### src/rtl/axi4stream_fifo_if.sv
// AXI4-Stream beat bundle shared by the FIFO write (slave) and read (master) sides.
interface axi4stream_fifo_if #(
  parameter int unsigned N = 1,
  parameter int unsigned I = 1,
  parameter int unsigned D = 1,
  parameter int unsigned U = 1
);
  logic           tvalid;
  logic           tready;
  logic [8*N-1:0] tdata;
  logic [N-1:0]   tstrb;
  logic [N-1:0]   tkeep;
  logic           tlast;
  logic [I-1:0]   tid;
  logic [D-1:0]   tdest;
  logic [U-1:0]   tuser;

  modport master (
    output tvalid, tdata, tstrb, tkeep, tlast, tid, tdest, tuser,
    input  tready
  );

  modport slave (
    input  tvalid, tdata, tstrb, tkeep, tlast, tid, tdest, tuser,
    output tready
  );
endinterface

### src/rtl/axi4stream_fifo.sv
// First-word fall-through AXI4-Stream FIFO with registered tready.
// Define AXI4STREAM_FIFO_PACKET_EN to hold tvalid until a whole packet (or a full FIFO) is stored.
module axi4stream_fifo #(
  parameter int unsigned N     = 1,
  parameter int unsigned I     = 1,
  parameter int unsigned D     = 1,
  parameter int unsigned U     = 1,
  parameter int unsigned DEPTH = 16
) (
  input  logic                    aclk,
  input  logic                    aresetn,
  axi4stream_fifo_if.slave        s,
  axi4stream_fifo_if.master       m,
  output logic [$clog2(DEPTH):0]  level
);
  localparam int unsigned AddrW = $clog2(DEPTH);
  localparam int unsigned PtrW  = AddrW + 1;

  if (DEPTH < 2 || (DEPTH & (DEPTH - 1)) != 0) begin : g_depth_check
    $error("axi4stream_fifo: DEPTH must be a power of two and at least 2");
  end

  typedef struct packed {
    logic [8*N-1:0] data;
    logic [N-1:0]   strb;
    logic [N-1:0]   keep;
    logic           last;
    logic [I-1:0]   id;
    logic [D-1:0]   dest;
    logic [U-1:0]   user;
  } beat_t;

  beat_t             mem [DEPTH];
  beat_t             wr_beat;
  beat_t             rd_beat;
  logic [PtrW-1:0]   wptr_q, wptr_d;
  logic [PtrW-1:0]   rptr_q, rptr_d;
  logic [PtrW-1:0]   level_next;
  logic              s_ready_q, s_ready_d;
  logic              empty, full;
  logic              wr_en, rd_en;

  assign empty = (wptr_q == rptr_q);
  assign full  = (wptr_q[AddrW] != rptr_q[AddrW]) &&
                 (wptr_q[AddrW-1:0] == rptr_q[AddrW-1:0]);
  assign level = wptr_q - rptr_q;

  assign wr_en = s.tvalid && s_ready_q;
  assign rd_en = m.tvalid && m.tready;

  assign wr_beat = '{data: s.tdata, strb: s.tstrb, keep: s.tkeep, last: s.tlast,
                     id: s.tid, dest: s.tdest, user: s.tuser};
  assign rd_beat = mem[rptr_q[AddrW-1:0]];

  assign s.tready = s_ready_q;
  assign m.tdata  = rd_beat.data;
  assign m.tstrb  = rd_beat.strb;
  assign m.tkeep  = rd_beat.keep;
  assign m.tlast  = rd_beat.last;
  assign m.tid    = rd_beat.id;
  assign m.tdest  = rd_beat.dest;
  assign m.tuser  = rd_beat.user;

  always_comb begin
    wptr_d     = wr_en ? wptr_q + PtrW'(1) : wptr_q;
    rptr_d     = rd_en ? rptr_q + PtrW'(1) : rptr_q;
    level_next = level;
    case ({wr_en, rd_en})
      2'b10:   level_next = level + PtrW'(1);
      2'b01:   level_next = level - PtrW'(1);
      default: level_next = level;
    endcase
    // tready looks at the post-edge level, so a same-cycle read never frees a full slot
    s_ready_d = (level_next < PtrW'(DEPTH));
  end

  always_ff @(posedge aclk) begin
    if (!aresetn) begin
      wptr_q    <= '0;
      rptr_q    <= '0;
      s_ready_q <= 1'b0;
    end else begin
      wptr_q    <= wptr_d;
      rptr_q    <= rptr_d;
      s_ready_q <= s_ready_d;
    end
  end

  always_ff @(posedge aclk) begin
    if (wr_en) begin
      mem[wptr_q[AddrW-1:0]] <= wr_beat;
    end
  end

`ifdef AXI4STREAM_FIFO_PACKET_EN
  logic [PtrW-1:0] pkt_q, pkt_d;

  always_comb begin
    pkt_d = pkt_q;
    case ({wr_en && s.tlast, rd_en && m.tlast})
      2'b10:   pkt_d = pkt_q + PtrW'(1);
      2'b01:   pkt_d = pkt_q - PtrW'(1);
      default: pkt_d = pkt_q;
    endcase
  end

  always_ff @(posedge aclk) begin
    if (!aresetn) begin
      pkt_q <= '0;
    end else begin
      pkt_q <= pkt_d;
    end
  end

  // A full FIFO releases data even without tlast so oversize packets cannot deadlock
  assign m.tvalid = !empty && ((pkt_q != '0) || full);
`else
  assign m.tvalid = !empty;
`endif
endmodule

### src/flat_wrapper.sv
// flat-port wrapper written by rule: the top's interface ports become plain ports
module axi4stream_fifo_flat 
#(
  parameter int unsigned N     = 1,
  parameter int unsigned I     = 1,
  parameter int unsigned D     = 1,
  parameter int unsigned U     = 1,
  parameter int unsigned DEPTH = 16
)
  (aclk, aresetn, level, s_tvalid, s_tdata, s_tstrb, s_tkeep, s_tlast, s_tid, s_tdest, s_tuser, s_tready, m_tvalid, m_tdata, m_tstrb, m_tkeep, m_tlast, m_tid, m_tdest, m_tuser, m_tready);
  axi4stream_fifo_if #(.N(N), .I(I), .D(D), .U(U)) s_i ();
  axi4stream_fifo_if #(.N(N), .I(I), .D(D), .U(U)) m_i ();
  input  logic aclk;
  input  logic aresetn;
  output logic [$clog2(DEPTH):0] level;
  input wire logic [$bits(s_i.tvalid)-1:0] s_tvalid;
  input wire logic [$bits(s_i.tdata)-1:0] s_tdata;
  input wire logic [$bits(s_i.tstrb)-1:0] s_tstrb;
  input wire logic [$bits(s_i.tkeep)-1:0] s_tkeep;
  input wire logic [$bits(s_i.tlast)-1:0] s_tlast;
  input wire logic [$bits(s_i.tid)-1:0] s_tid;
  input wire logic [$bits(s_i.tdest)-1:0] s_tdest;
  input wire logic [$bits(s_i.tuser)-1:0] s_tuser;
  output wire logic [$bits(s_i.tready)-1:0] s_tready;
  output wire logic [$bits(m_i.tvalid)-1:0] m_tvalid;
  output wire logic [$bits(m_i.tdata)-1:0] m_tdata;
  output wire logic [$bits(m_i.tstrb)-1:0] m_tstrb;
  output wire logic [$bits(m_i.tkeep)-1:0] m_tkeep;
  output wire logic [$bits(m_i.tlast)-1:0] m_tlast;
  output wire logic [$bits(m_i.tid)-1:0] m_tid;
  output wire logic [$bits(m_i.tdest)-1:0] m_tdest;
  output wire logic [$bits(m_i.tuser)-1:0] m_tuser;
  input wire logic [$bits(m_i.tready)-1:0] m_tready;
  assign s_i.tvalid = s_tvalid;
  assign s_i.tdata = s_tdata;
  assign s_i.tstrb = s_tstrb;
  assign s_i.tkeep = s_tkeep;
  assign s_i.tlast = s_tlast;
  assign s_i.tid = s_tid;
  assign s_i.tdest = s_tdest;
  assign s_i.tuser = s_tuser;
  assign s_tready = s_i.tready;
  assign m_tvalid = m_i.tvalid;
  assign m_tdata = m_i.tdata;
  assign m_tstrb = m_i.tstrb;
  assign m_tkeep = m_i.tkeep;
  assign m_tlast = m_i.tlast;
  assign m_tid = m_i.tid;
  assign m_tdest = m_i.tdest;
  assign m_tuser = m_i.tuser;
  assign m_i.tready = m_tready;
  axi4stream_fifo #(.N(N), .I(I), .D(D), .U(U), .DEPTH(DEPTH)) u_core (.aclk(aclk), .aresetn(aresetn), .s(s_i), .m(m_i), .level(level));
endmodule
### config.mk
export PLATFORM = sky130hd
export DESIGN_NAME = axi4stream_fifo_flat
export DESIGN_NICKNAME = d
export VERILOG_FILES = /design/src/rtl/axi4stream_fifo_if.sv /design/src/rtl/axi4stream_fifo.sv /design/src/flat_wrapper.sv
export SDC_FILE = /design/constraint.sdc
export NUM_CORES = 1
export LEC_CHECK = 0
export BUFFER_PORTS_ARGS = -buffer_cell sky130_fd_sc_hd__buf_2
export CAP_MARGIN = 20
export CORE_MARGIN = 3
export CORE_UTILIZATION = 54
export DETAILED_ROUTE_END_ITERATION = 6
export PLACE_DENSITY = 0.69
export SYNTH_ARGS = -nofsm -noshare
export SYNTH_HDL_FRONTEND = slang
export SYNTH_SLANG_ARGS = --single-unit
export TNS_END_PERCENT = 100
### constraint.sdc
create_clock -name aclk -period 3.1 [get_ports aclk]
set_input_delay 0.465 -clock aclk [delete_from_list [all_inputs] [get_ports aclk]]
set_output_delay 0.465 -clock aclk [all_outputs]
set_load 0.1 [all_outputs]
---- Word-level counts from Yosys, hierarchy flattened ----
Memory sizes are Yosys's and may differ from the RTL's. A register that Yosys moved wholly into a read port is not among the register bits.
Index checks and enable logic that the tools add are counted.
storage, ports and cells
  register bits after elaboration ......... 11
  bits in writable memories ............... 224
  input port bits ......................... 18
  output and inout bits ................... 21
  memories kept ........................... 1
cells by class
  add/sub/neg operators ................... 5
  magnitude comparators ................... 1
  eq/ne operators ......................... 3
  multiplexer cells ....................... 5
  reductions and logical operators ........ 3
memory list
  name        words  bits a word  read ports  clocked after Yosys merged registers in  write ports  RTL line               text
  u_core.mem  16     14           1           1                                        1            axi4stream_fifo.sv:33  beat_t mem [DEPTH];
operators with widths
  kind                                                                 number
  5-bit by 1-bit adder with 5-bit output (second input constant)       3
  5-bit case mux with 2 select lines                                   1
  4-bit two-way mux                                                    2
  5-bit == test                                                        1
  5-bit < comparator (second input constant)                           1
  5-bit by 1-bit subtractor with 5-bit output (second input constant)  1
  5-bit subtractor                                                     1
  2-bit by 1-bit == test with 1-bit output (second input constant)     1
  2-bit == test (second input constant)                                1
  1-bit logical AND                                                    2
  1-bit two-way mux                                                    2
  1-bit logical NOT                                                    1

---- Depth between registers and ports, before layout ----
Gate-level depths: netlist of the first run.
  depth in word-level cells ............... 6
  mapped depth ............................ 12
  gate-level depth less buffers ........... 12

---- Worst setup path after synthesis of the first run ----
Ideal clock, no wire load.
  kind .................................... register -> register
  start point ............................. register u_core.wptr_q[0]
  end point ............................... register u_core.s_ready_q (netlist: u_core.s.tready)
  setup time .............................. 101 ps
  arrival time ............................ 3,768 ps
  path slack .............................. -769 ps
  stages on the path, launching flop included .. 13
  path buffers ............................ 0
  cell sequence ........................... dfxtp_1 -> inv_1 -> ha_1 -> inv_1 -> a21o_1 -> a21oi_1 -> xnor2_1 -> ha_1 -> and2_1 -> a221o_1 -> o41ai_1 -> o311ai_1 -> o41ai_1
RTL lines
  item                                                                                                   RTL line                                      text
  start, declared                                                                                        axi4stream_fifo.sv:36                         logic [PtrW-1:0] wptr_q, wptr_d;
  start signal, assigned                                                                                 axi4stream_fifo.sv:83                         wptr_q <= wptr_d;
  5-bit subtractor (*)                                                                                   axi4stream_fifo.sv:46                         assign level = wptr_q - rptr_q;
  net level[3]                                                                                           flat_wrapper.sv:15                            output logic [$clog2(DEPTH):0] level;
  5-bit by 1-bit subtractor with 5-bit output or 5-bit by 1-bit adder with 5-bit output (tied branches)  axi4stream_fifo.sv:70, axi4stream_fifo.sv:69
  5-bit case mux with 2 select lines (*)                                                                 axi4stream_fifo.sv:68                         case ({wr_en, rd_en})
  5-bit < comparator (*)                                                                                 axi4stream_fifo.sv:74                         s_ready_d = (level_next < PtrW'(DEPTH));
  end signal, assigned                                                                                   axi4stream_fifo.sv:85                         s_ready_q <= s_ready_d;
  end, declared                                                                                          axi4stream_fifo.sv:39                         logic s_ready_q, s_ready_d;
Mark *: on every way through the listed nets, which the timed path passes. The rest lies on a longest branch.
A chain may end at the register's enable or synchronous reset.

==> metrics.md, run 1 <==
| Metric | Value |
|---|---|
| WP data required | between 2 and 3 ns |
| Initial core utilization | a little under three fifths |
| RSZ-0062 raised after global routing | no |
| #FFs+latches synth | around 240 |
| Number of global-route vias before repair | 4758 |
| Post-route ant nets | 0 |
| Core area | approximately 17000 um^2 |
| Largest delay share family, worst path | multiplexers |
| Largest net degree at the start of global routing | 33 |
| Initial drt markers | ~340 |
| Placed insts | 700 |
| Setup Viol. Count Final | 0 |
| Fin nets | ~540 |
| Slowest cell delay on critical path | between 0.6 and 0.7 ns |
| Avg Synthesized Cell Area | 22.3 um^2 |
| Initial antenna violation count | 0 |
| Setup TNS | 0 ns |
| GRT Util Overall | approximately 20% |
| Fmax | around 330 MHz |
| Buf/Inv on CP | 2 |
| Hold Crit Start | aresetn |
| Reg2reg start | u_core.rptr_q[3] |
| Leakage | between 0.003 and 0.004 uW |
| Via density per instance | between 6 and 7 |
| Antenna cells | 0 |
| Syn Nets | about 460 |
| Maximum VDD drop | approximately 0.68 mV |
| WL per Instance | around 25 um |
| Rel. slew slack | 55.4% |
| Fraction of layout cells with a size suffix above 1 | just over 30% |
| I/O pins | 39 |
| Vias post-DR | 4496 |
| Max FO, Critical Path | 12 |
| Die Y | ~140 um |
| Site Rows | 47 |
| Num Clock Sinks | roughly 240 |
| Critical path arrival | 2.55 ns |
| Slowest cell on crit path | mux4_1 |
| Slew Limit Fails | 0 |
| Routed Wire Length | between 15000 and 20000 um |
| Die area | between 15000 and 20000 um^2 |
| Status | finished, final reports clean |
| RD Place Congestion | about 0.75 |
| Most frequent cells in the layout | edfxtp_1 (224), mux4_2 (46), buf_2 (37) |
| Worst Hold Class | in -> reg |
| Crit share post-route | between 90% and 100% |
| Max Cap Viol | 0 |
| Cells along the critical path | buf_4 > mux4_1 > mux4_2 > buf_2 |
| Most common cell after layout, fill and taps aside | edfxtp_1 |
| Minimum clock period | about 3.0 ns |
| First-pass GRT wire length | roughly 29000 um |
| Die span in x | 139 um |
| TritonCTS Buffers | 24 |
| Synth Cell Area | 9540 um^2 |
| Hold Slack | around 0.32 ns |
| Max Buffers Root-to-Sink | 3 |
| H-tree depth | 1 |
| Dominant cells by area after synthesis | edfxtp_1 (71%), mux4_2 (11%), mux4_1 (6.6%) |
| Leading area contributor after synthesis | edfxtp_1 |
| Fin. Hold Viols | 0 |
| Pre-CTS setup slack | ~0.26 ns |
| Post-synth top area share | 70.5% |
| Clock Pin Slew Worst Setup and Hold Paths | roughly 0.060 ns |
| CTS tree | done |
| Hold-fix buffers, CTS | 0 |
| Post-synth cell types | 39 |
| CP Class | reg -> out |
| Post-Layout Cell Count | 740 |
| # fillers | between 1000 and 1500 |
| CTS Root Cell | clkbuf_16 |
| Worst-margin pin slew | 0.665 ns |
| PwrDens | around 840 nW/um^2 |
| Gate count of the mapped netlist | approximately 430 |
| Clock latency on the worst-skew pair | about 0.5 ns |
| Aggregate global routing overflow | 0 |
| Yosys Warn Count | 0 |
| First drt pass iteration count | 4 |
| Number of port buffers | 38 |
| Final worst slack | about 0.08 ns |
| Clock skew | between 0.01 and 0.015 ns |
| CP endpoint kind | primary output |
| Crit start category | flop |
| Area Overhead vs Synth | 14.6% |
| Hpwl dp | around 11000 um |
| Seq/Total Area, Yosys | 73.7% |
| DRC errors left | 0 |
path summary, 6_finish.rpt:
| path | to | cells after the start | slack [ns] |
|---|---|---|---|
| worst min register to register | u_core.wptr_q[1] | 2 | 0.60 |
| worst max-delay path | m_tid | 4 | 0.08 |
| worst min-delay path | u_core.wptr_q[1] | 2 | 0.32 |
| worst max register to register | u_core.s.tready | 11 | 0.24 |
through the flow:
stage / cell area, um^2 / utilization [%] / total power [uW]
after detailed placement: 10200 / 60.1 / 6510
after global routing: 10900 / 64.5 / 9500
after floorplan: 9570 / - / 6090
after CTS: 10900 / 64.5 / 9240
final: 10900 / 64.5 / 9160
after global placement: 10200 / 60.1 / 6470
where the power goes:
| group | switching (uW) | internal (uW) |
|---|---|---|
| sequential | 46.1 | 3630 |
| clock | 1090 | 1630 |
| combinational | 1850 | 913 |
| total | 2990 | 6170 |
cell usage after synthesis (all sizes together):
cell type	n
o211a	1
inv	10
a21boi	2
fa	1
edfxtp	224
dlygate4sd1	2
and4	1
xnor2	9
dfxtp	15
a21o	2
nor2b	1
a211oi	1
mux4	70
ha	12
o21ai	1
nand4	3
clkbuf	7
a21bo	1
a221o	1
o311ai	1
buf	10
nor2	13
xor2	3
nand3b	1
and2	11
or3b	1
o41ai	2
nand2b	3
a21oi	4
nor3	4
nand2	11
logic make-up after synthesis:
kind of cell	after synthesis	share of synthesized area, %
DFF	239	73.7
muxes	70	17.5
and+or+nand+nor	49	2.60
buffers and inverters	29	2.10
AOI/OAI and AO/OA	16	1.25
adders and majority gates	13	1.78
xor gates and xnor gates	12	1.10
what timing repair did:
item / in CTS / in global routing
hold endpoints to repair: 0 / 0
gates resized for setup: 1 / 2
setup buffers: 0 / 0
endpoints found under the setup margin: 1 / 2
registers in the layout (all words and copies together), names as in the netlist, named ones only:
name             count
u_core.rptr_q        5
u_core.mem         224
u_core.s.tready      1
u_core.wptr_q        5
layout make-up:
| cell class | instances | area [um^2] | share of cell area [%] |
|---|---|---|---|
| Clock buffer | 31 | 648 | 5.93 |
| Inverter | 10 | 37.5 | 0.344 |
| Sequential cell | 239 | 7030 | 64.4 |
| Timing Repair Buffer | 71 | 469 | 4.30 |
| Tap cell | 220 | 275 | 2.52 |
| Multi-Input combinational cell | 160 | 2370 | 21.7 |
| Clock inverter | 9 | 93.8 | 0.859 |
metal layers:
| layer | GRT usage (%) | part of all wire, % | wire [um] |
|---|---|---|---|
| met2 | 32.0 | 49 | 9140 |
| met3 | 3.31 | 5.2 | 966 |
| met1 | 29.2 | 44 | 8120 |
| met4 | 4.48 | 1.6 | 295 |
| met5 | 0 | 0 | 0 |
(Power assumes the default switching activity.)
==> inputs of run 2 (changes only) <==
==> constraint.sdc (replaced) <==
create_clock -name aclk -period 2.93 [get_ports aclk]
set_input_delay 0.4395 -clock aclk [delete_from_list [all_inputs] [get_ports aclk]]
set_output_delay 0.4395 -clock aclk [all_outputs]
set_load 0.1 [all_outputs]
==> run 2 against run 1 <==
Non-clock buffer count stayed put. Register-to-register slack worse by 0.07 ns. Cell area is 2.2% higher. Sequential cell count stayed put. Core utilization is 1.4 points higher. Combinational power is 13% higher. Largest power group unchanged. Sequential power is 6.0% higher. Wire length is 2.7% higher. Critical path type unchanged. Sequential share of layout area is 1.3 points lower.
==> metrics.md, run 2 (synthesized netlist as in run 1, its figures left out) <==
| Metric | Value |
|---|---|
| Status | finished, final reports clean |
| Crit start category | flop |
| Core area | 16900 um^2 |
| Crit share post-route | roughly 99% |
| Fraction of layout cells with a size suffix above 1 | roughly a third |
| Flop pwr share | 38.5% |
| GRT Util Overall | around a fifth |
| PwrDens | roughly 910 nW/um^2 |
| Initial antenna violation count | 0 |
| Slew Limit Fails | 0 |
| Max Cap Viol | 0 |
| CP endpoint kind | primary output |
| Die span in x | approximately 140 um |
| Post-route ant nets | 0 |
| Post-route cell area | 11200 um^2 |
| Die area | around 19000 um^2 |
| P_sw | 3240 uW |
| Worst Hold Class | in -> reg |
| Most frequent cells in the layout | edfxtp_1 (224), mux4_2 (49), buf_4 (29) |
| CTS tree | done |
| Site Rows | 47 |
| Clock Pin Slew Worst Setup and Hold Paths | about 0.060 ns |
| Num Clock Sinks | between 200 and 250 |
| First drt pass iteration count | 5 |
| Switching Fraction | between 30% and 40% |
| Fmax | 345 MHz |
| Hold Slack | around 0.29 ns |
| Comb power frac | roughly 31% |
| H-tree depth | 1 |
| R2R Setup Slk | 0.17 ns |
| Setup Viol. Count Final | 0 |
| Rel. slew slack | 58.3% |
| Fin nets | approximately 540 |
| Number of global-route vias before repair | 4732 |
| I/O pins | 39 |
| Largest net degree at the start of global routing | 57 |
| Vias post-DR | ~4500 |
| Number of port buffers | 38 |
| Placed insts | 700 |
| Pint | slightly below 7000 uW |
| CTS Root Cell | clkbuf_16 |
| RSZ-0062 raised after global routing | yes |
| Die Y | around 140 um |
| TritonCTS Buffers | 24 |
| First-pass GRT wire length | between 20000 and 30000 um |
| Minimum clock period | slightly below 3 ns |
| DRC errors left | 0 |
| Area Overhead vs Synth | 17.0% |
| RD Place Congestion | 0.730 |
| Max Buffers Root-to-Sink | 3 |
| Clock skew | around 0.0085 ns |
| Clock power frac | 30.7% |
| Leakage | between 0.003 and 0.004 uW |
| Post-DP Area | approximately 10000 um^2 |
| Fin. Hold Viols | 0 |
| Finished Core Util | roughly 66% |
| Initial drt markers | 343 |
| Hpwl dp | between 10000 and 15000 um |
| CP Class | reg -> out |
| Via density per instance | ~6.0 |
| Routed Wire Length | ~19000 um |
| Most common cell after layout, fill and taps aside | edfxtp_1 |
| Setup TNS | 0 ns |
| WL per Instance | between 20 and 30 um |
| WP data required | ~2.5 ns |
| Maximum VDD drop | about 0.84 mV |
| Post CTS Setup Buffer Count | 0 |
| Post-Layout Cell Count | roughly 750 |
| Clock latency on the worst-skew pair | 0.50 ns |
| Initial core utilization | 56.3% |
| Aggregate global routing overflow | 0 |
| Critical path arrival | 2.46 ns |
| Max FO, Critical Path | 32 |
| Worst-margin pin slew | approximately 0.62 ns |
| Max FFs per register | 224 |
## run 2: path summary, 6_finish.rpt
check | from | endpoint | cells past startpoint
hold / removal | aresetn | u_core.wptr_q[1] | 2
setup reg to reg | u_core.rptr_q[1] | u_core.s.tready | 11
setup / recovery | flop | m_tdest | 4
hold reg to reg | u_core.wptr_q[1] | u_core.wptr_q[1] | 2
## run 2: stage by stage
step                power, uW  setup slack, ns
floorplan                6460           0.0830
global placement         6880            0.214
detailed placement       6930           0.0944
CTS                     10100          -0.0165
global route            10500          -0.0529
finish                  10100           0.0335
## run 2: critical path, cell delays in order (launching register included)
cell and delay [ns]:
dfxtp_4 0.38, buf_16 0.25, mux4_1 0.60, mux4_2 0.51
buf_6 0.21
## run 2: power groups by stage
| stage | registers, uW | clock network, uW | logic [uW] |
|---|---|---|---|
| finish | 3890 | 3100 | 3120 |
| global placement | 3950 | 0 | 2930 |
| CTS | 3890 | 3160 | 3100 |
| floorplan | 3990 | 0 | 2470 |
| detailed placement | 3960 | 0 | 2970 |
| global route | 3900 | 3310 | 3270 |
## run 2: metal layers
layer / GRT usage (%) / up-vias / routed length [um]
met4: 3.81 / 0 / 325
met3: 3.03 / 28 / 1400
met5: 0 / - / 0
met1: 28.3 / 2359 / 7550
li1: - / 1949 / -
met2: 34.1 / 163 / 9750
## run 2: area by class of cell
cell class | count | area (um^2)
Sequential cell | 239 | 7030
Fill cell | 1122 | 5780
Multi-Input combinational cell | 160 | 2390
Clock buffer | 27 | 633
Timing Repair Buffer | 71 | 602
Tap cell | 220 | 275
Clock inverter | 17 | 183
Inverter | 10 | 37.5
Antenna cell | 1 | 2.50
## run 2: what timing repair did
item                                    CTS  global route
pin swaps                                 0             0
resized for setup                        24            18
endpoints found under the setup margin   15            16
hold buffers                              0             0
==> inputs of run 3 (changes only) <==
--- a/config.mk
+++ b/config.mk
@@ -5,9 +5,10 @@
 export SDC_FILE = /design/constraint.sdc
 export NUM_CORES = 1
 export LEC_CHECK = 0
+export ABC_AREA = 1
+export ABC_CLOCK_PERIOD_IN_PS = 2930
 export BUFFER_PORTS_ARGS = -buffer_cell sky130_fd_sc_hd__buf_2
 export CAP_MARGIN = 20
-export CORE_MARGIN = 3
 export CORE_UTILIZATION = 54
 export DETAILED_ROUTE_END_ITERATION = 6
 export PLACE_DENSITY = 0.69
==> run 3 against run 2 <==
First-iteration DRC count is 120% higher. Final cell count grew 48%. Wire length increased by 16%. Sequential cell count is the same. Combinational power is 49% higher. Register-to-register slack gained 0.44 ns. Power up 16%. Clock-buffer cell count is 2 higher. Clock power barely moved. Highest routed layer unchanged. Maximum frequency is 4.5% higher.
==> metrics.md, run 3 <==
| Metric | Value |
|---|---|
| Minimum clock period | about 2.8 ns |
| Pre-CTS setup slack | roughly 0.56 ns |
| Via density per instance | 5.84 |
| Max Buffers Root-to-Sink | 3 |
| Dominant cells by area after synthesis | edfxtp_1 (69%), nor2_1 (6.9%), o21ai_0 (5.0%) |
| Area Overhead vs Synth | 17.2% |
| Worst hold path depth | 3 |
| Gate count of the mapped netlist | between 800 and 900 |
| CP endpoint kind | primary output |
| First drt pass iteration count | 5 |
| PwrDens | 1020 nW/um^2 |
| Yosys Warn Count | 0 |
| Die span in x | 137 um |
| Pwr Total | around 12000 uW |
| Post-synth EDFFs | 224 |
| Initial drt markers | 741 |
| Post-synth cell types | 24 |
| Post-synth ARST share | 0% |
| Slew Limit Fails | 0 |
| Setup Viol. Count Final | 0 |
| Crit start category | flop |
| FF-to-FF path depth | 17 |
| Routed Wire Length | about 22000 um |
| Crit share post-route | 94.6% |
| DRC errors left | 0 |
| Clock skew | ~0.015 ns |
| Hold Crit Start | aresetn |
| Syn Nets | about 840 |
| Hpwl dp | 12600 um |
| #FFs+latches synth | about 240 |
| Seq/Total Area, Yosys | 71.7% |
| Number of global-route vias before repair | just over 6000 |
| Post-Layout Cell Count | approximately 1100 |
| First-pass GRT wire length | approximately 34000 um |
| Placed insts | 1058 |
| Fin nets | between 800 and 900 |
| WP data required | about 2.5 ns |
| Final worst slack | ~0.16 ns |
| Site Rows | 48 |
| Fmax | approximately 360 MHz |
| Post-route ant nets | 0 |
| RSZ-0062 raised after global routing | no |
| Maximum VDD drop | around 1.3 mV |
| Status | finished, final reports clean |
| Clock latency on the worst-skew pair | ~0.52 ns |
| Aggregate global routing overflow | 0 |
| Slowest cell delay on critical path | between 0.4 and 0.5 ns |
| Max Cap Viol | 0 |
| WL per Instance | between 20 and 25 um |
| Critical path arrival | 2.33 ns |
| Most frequent cells in the layout | edfxtp_1 (224), nor2_1 (180), o21ai_0 (98) |
| H-tree depth | 1 |
| Die Y | about 140 um |
| Fin. Hold Viols | 0 |
| Finished Core Util | 65.7% |
| Largest net degree at the start of global routing | roughly 110 |
| Cells along the critical path | clkinv_2 > buf_4 > nor2_1 > nor2_1 > o21ai_0 > o211ai_1 > o211ai_1 > nand2_1 > buf_2 |
| Top post-synthesis cells by count | edfxtp_1 (224), nor2_1 (180), o21ai_0 (98) |
| CTS Root Cell | clkbuf_16 |
| Vias post-DR | approximately 6400 |
| Clock Pin Slew Worst Setup and Hold Paths | roughly 0.060 ns |
| CP Class | reg -> out |
| Setup TNS | 0 ns |
| Most frequent cell after synthesis | edfxtp_1 |
| Worst Hold Class | in -> reg |
| Dominant synthesized flop cell | edfxtp_1 |
| Slowest cell on crit path | buf_2 |
| I/O pins | 39 |
| Antenna cells | 0 |
| Max FO, Critical Path | 15 |
| TritonCTS Buffers | 24 |
| CTS tree | done |
| Most common cell after layout, fill and taps aside | edfxtp_1 |
| Die area | 18700 um^2 |
| Worst-margin pin slew | 0.724 ns |
| Worst reg2reg endpoint | u_core.s.tready |
| RD Place Congestion | 0.832 |
| R2R Setup Slk | a little over 0.6 ns |
| Synth Cell Area | 9800 um^2 |
| Initial antenna violation count | 0 |
| Max FFs per register | 224 |
| Fraction of layout cells with a size suffix above 1 | about 16% |
| Initial core utilization | 56.1% |
| Reg2reg start | u_core.rptr_q[2] |
| Hold-fix buffers, CTS | 0 |
| Leakage | a little under 0.004 uW |
| Post-synth top area share | 68.7% |
| Rel. slew slack | between 50 and 60% |
| Num Clock Sinks | roughly 240 |
| Hold worst-path end | u_core.rptr_q[2] |
| Core area | about 17000 um^2 |
| Number of port buffers | 38 |
| Avg Synthesized Cell Area | between 10 and 15 um^2 |
| GRT Util Overall | between 20 and 25% |
| Leading area contributor after synthesis | edfxtp_1 |
run 3: cell count changes after synthesis, sizes merged, moves of 3 or more:
cell    before  now
a21oi        4   11
and2        11    0
buf         10   21
clkbuf       7   22
inv         10   28
mux4        70    0
nand2       11   56
nand2b       3    0
nand3        0   23
nor2        13  190
o211ai       0   56
o21ai        1  137
xnor2        9    0
run 3: logic make-up after synthesis:
| family | count (synthesis) | synth area share (%) |
|---|---|---|
| buf+inv | 73 | 3.35 |
| xor+xnor | 2 | 0.179 |
| compound gates | 205 | 11.9 |
| fa+ha+maj | 13 | 1.74 |
| flops | 239 | 71.7 |
| simple gates | 273 | 11.1 |
run 3: cell type report:
cell class                 instances  area (um^2)
tap                              225          282
fill                            1253         5990
sequential                       239         7040
inverter                          30          116
multi-input combinational        493         2520
clock buffer                      29          714
timing repair buffer              72          711
clock inverter                    15          105
run 3: worst max-delay path by stage:
stage	end	slack, ns	cells after the start
6_report	m_tdata[5]	0.16	9
5_1_grt	m_tdata[5]	0.009	9
3_5_place_dp	level[4]	0.56	9
2_1_floorplan	u_core.s.tready	-0.38	17
4_1_cts	level[4]	0.002	9
3_3_place_gp	level[4]	0.61	9
run 3: what timing repair did:
item / in CTS / in global routing
setup buffers: 0 / 1
endpoints found under the setup margin: 0 / 2
gates resized for setup: 0 / 3
run 3: power by group:
| part | internal [uW] | switching (uW) |
|---|---|---|
| clock network | 1830 | 1250 |
| registers | 3840 | 112 |
| logic | 1360 | 3300 |
| total | 7030 | 4670 |
run 3: metrics by stage:
stage	hold WS (ns)	cell area [um^2]
after floorplan	0.446	9880
after global placement	0.462	10600
after detailed placement	0.480	10600
after CTS	0.227	11500
after global routing	0.247	11500
final	0.246	11500
run 3: critical path: cells and delay by family (launching register included):
kind	cells	cell delay [ns]
flip-flops	1	0.34
buffers and inverters	3	0.87
AO/OA/AOI/OAI	3	0.35
AND/OR/NAND/NOR	3	0.24
run 3: layer usage:
layer | wire (um) | GRT usage [%] | up-vias
li1 | - | - | 3004
met1 | 9080 | 32.9 | 3134
met2 | 10900 | 40.6 | 248
met3 | 1520 | 3.85 | 56
met4 | 604 | 8.21 | 0
met5 | 0 | 0 | -
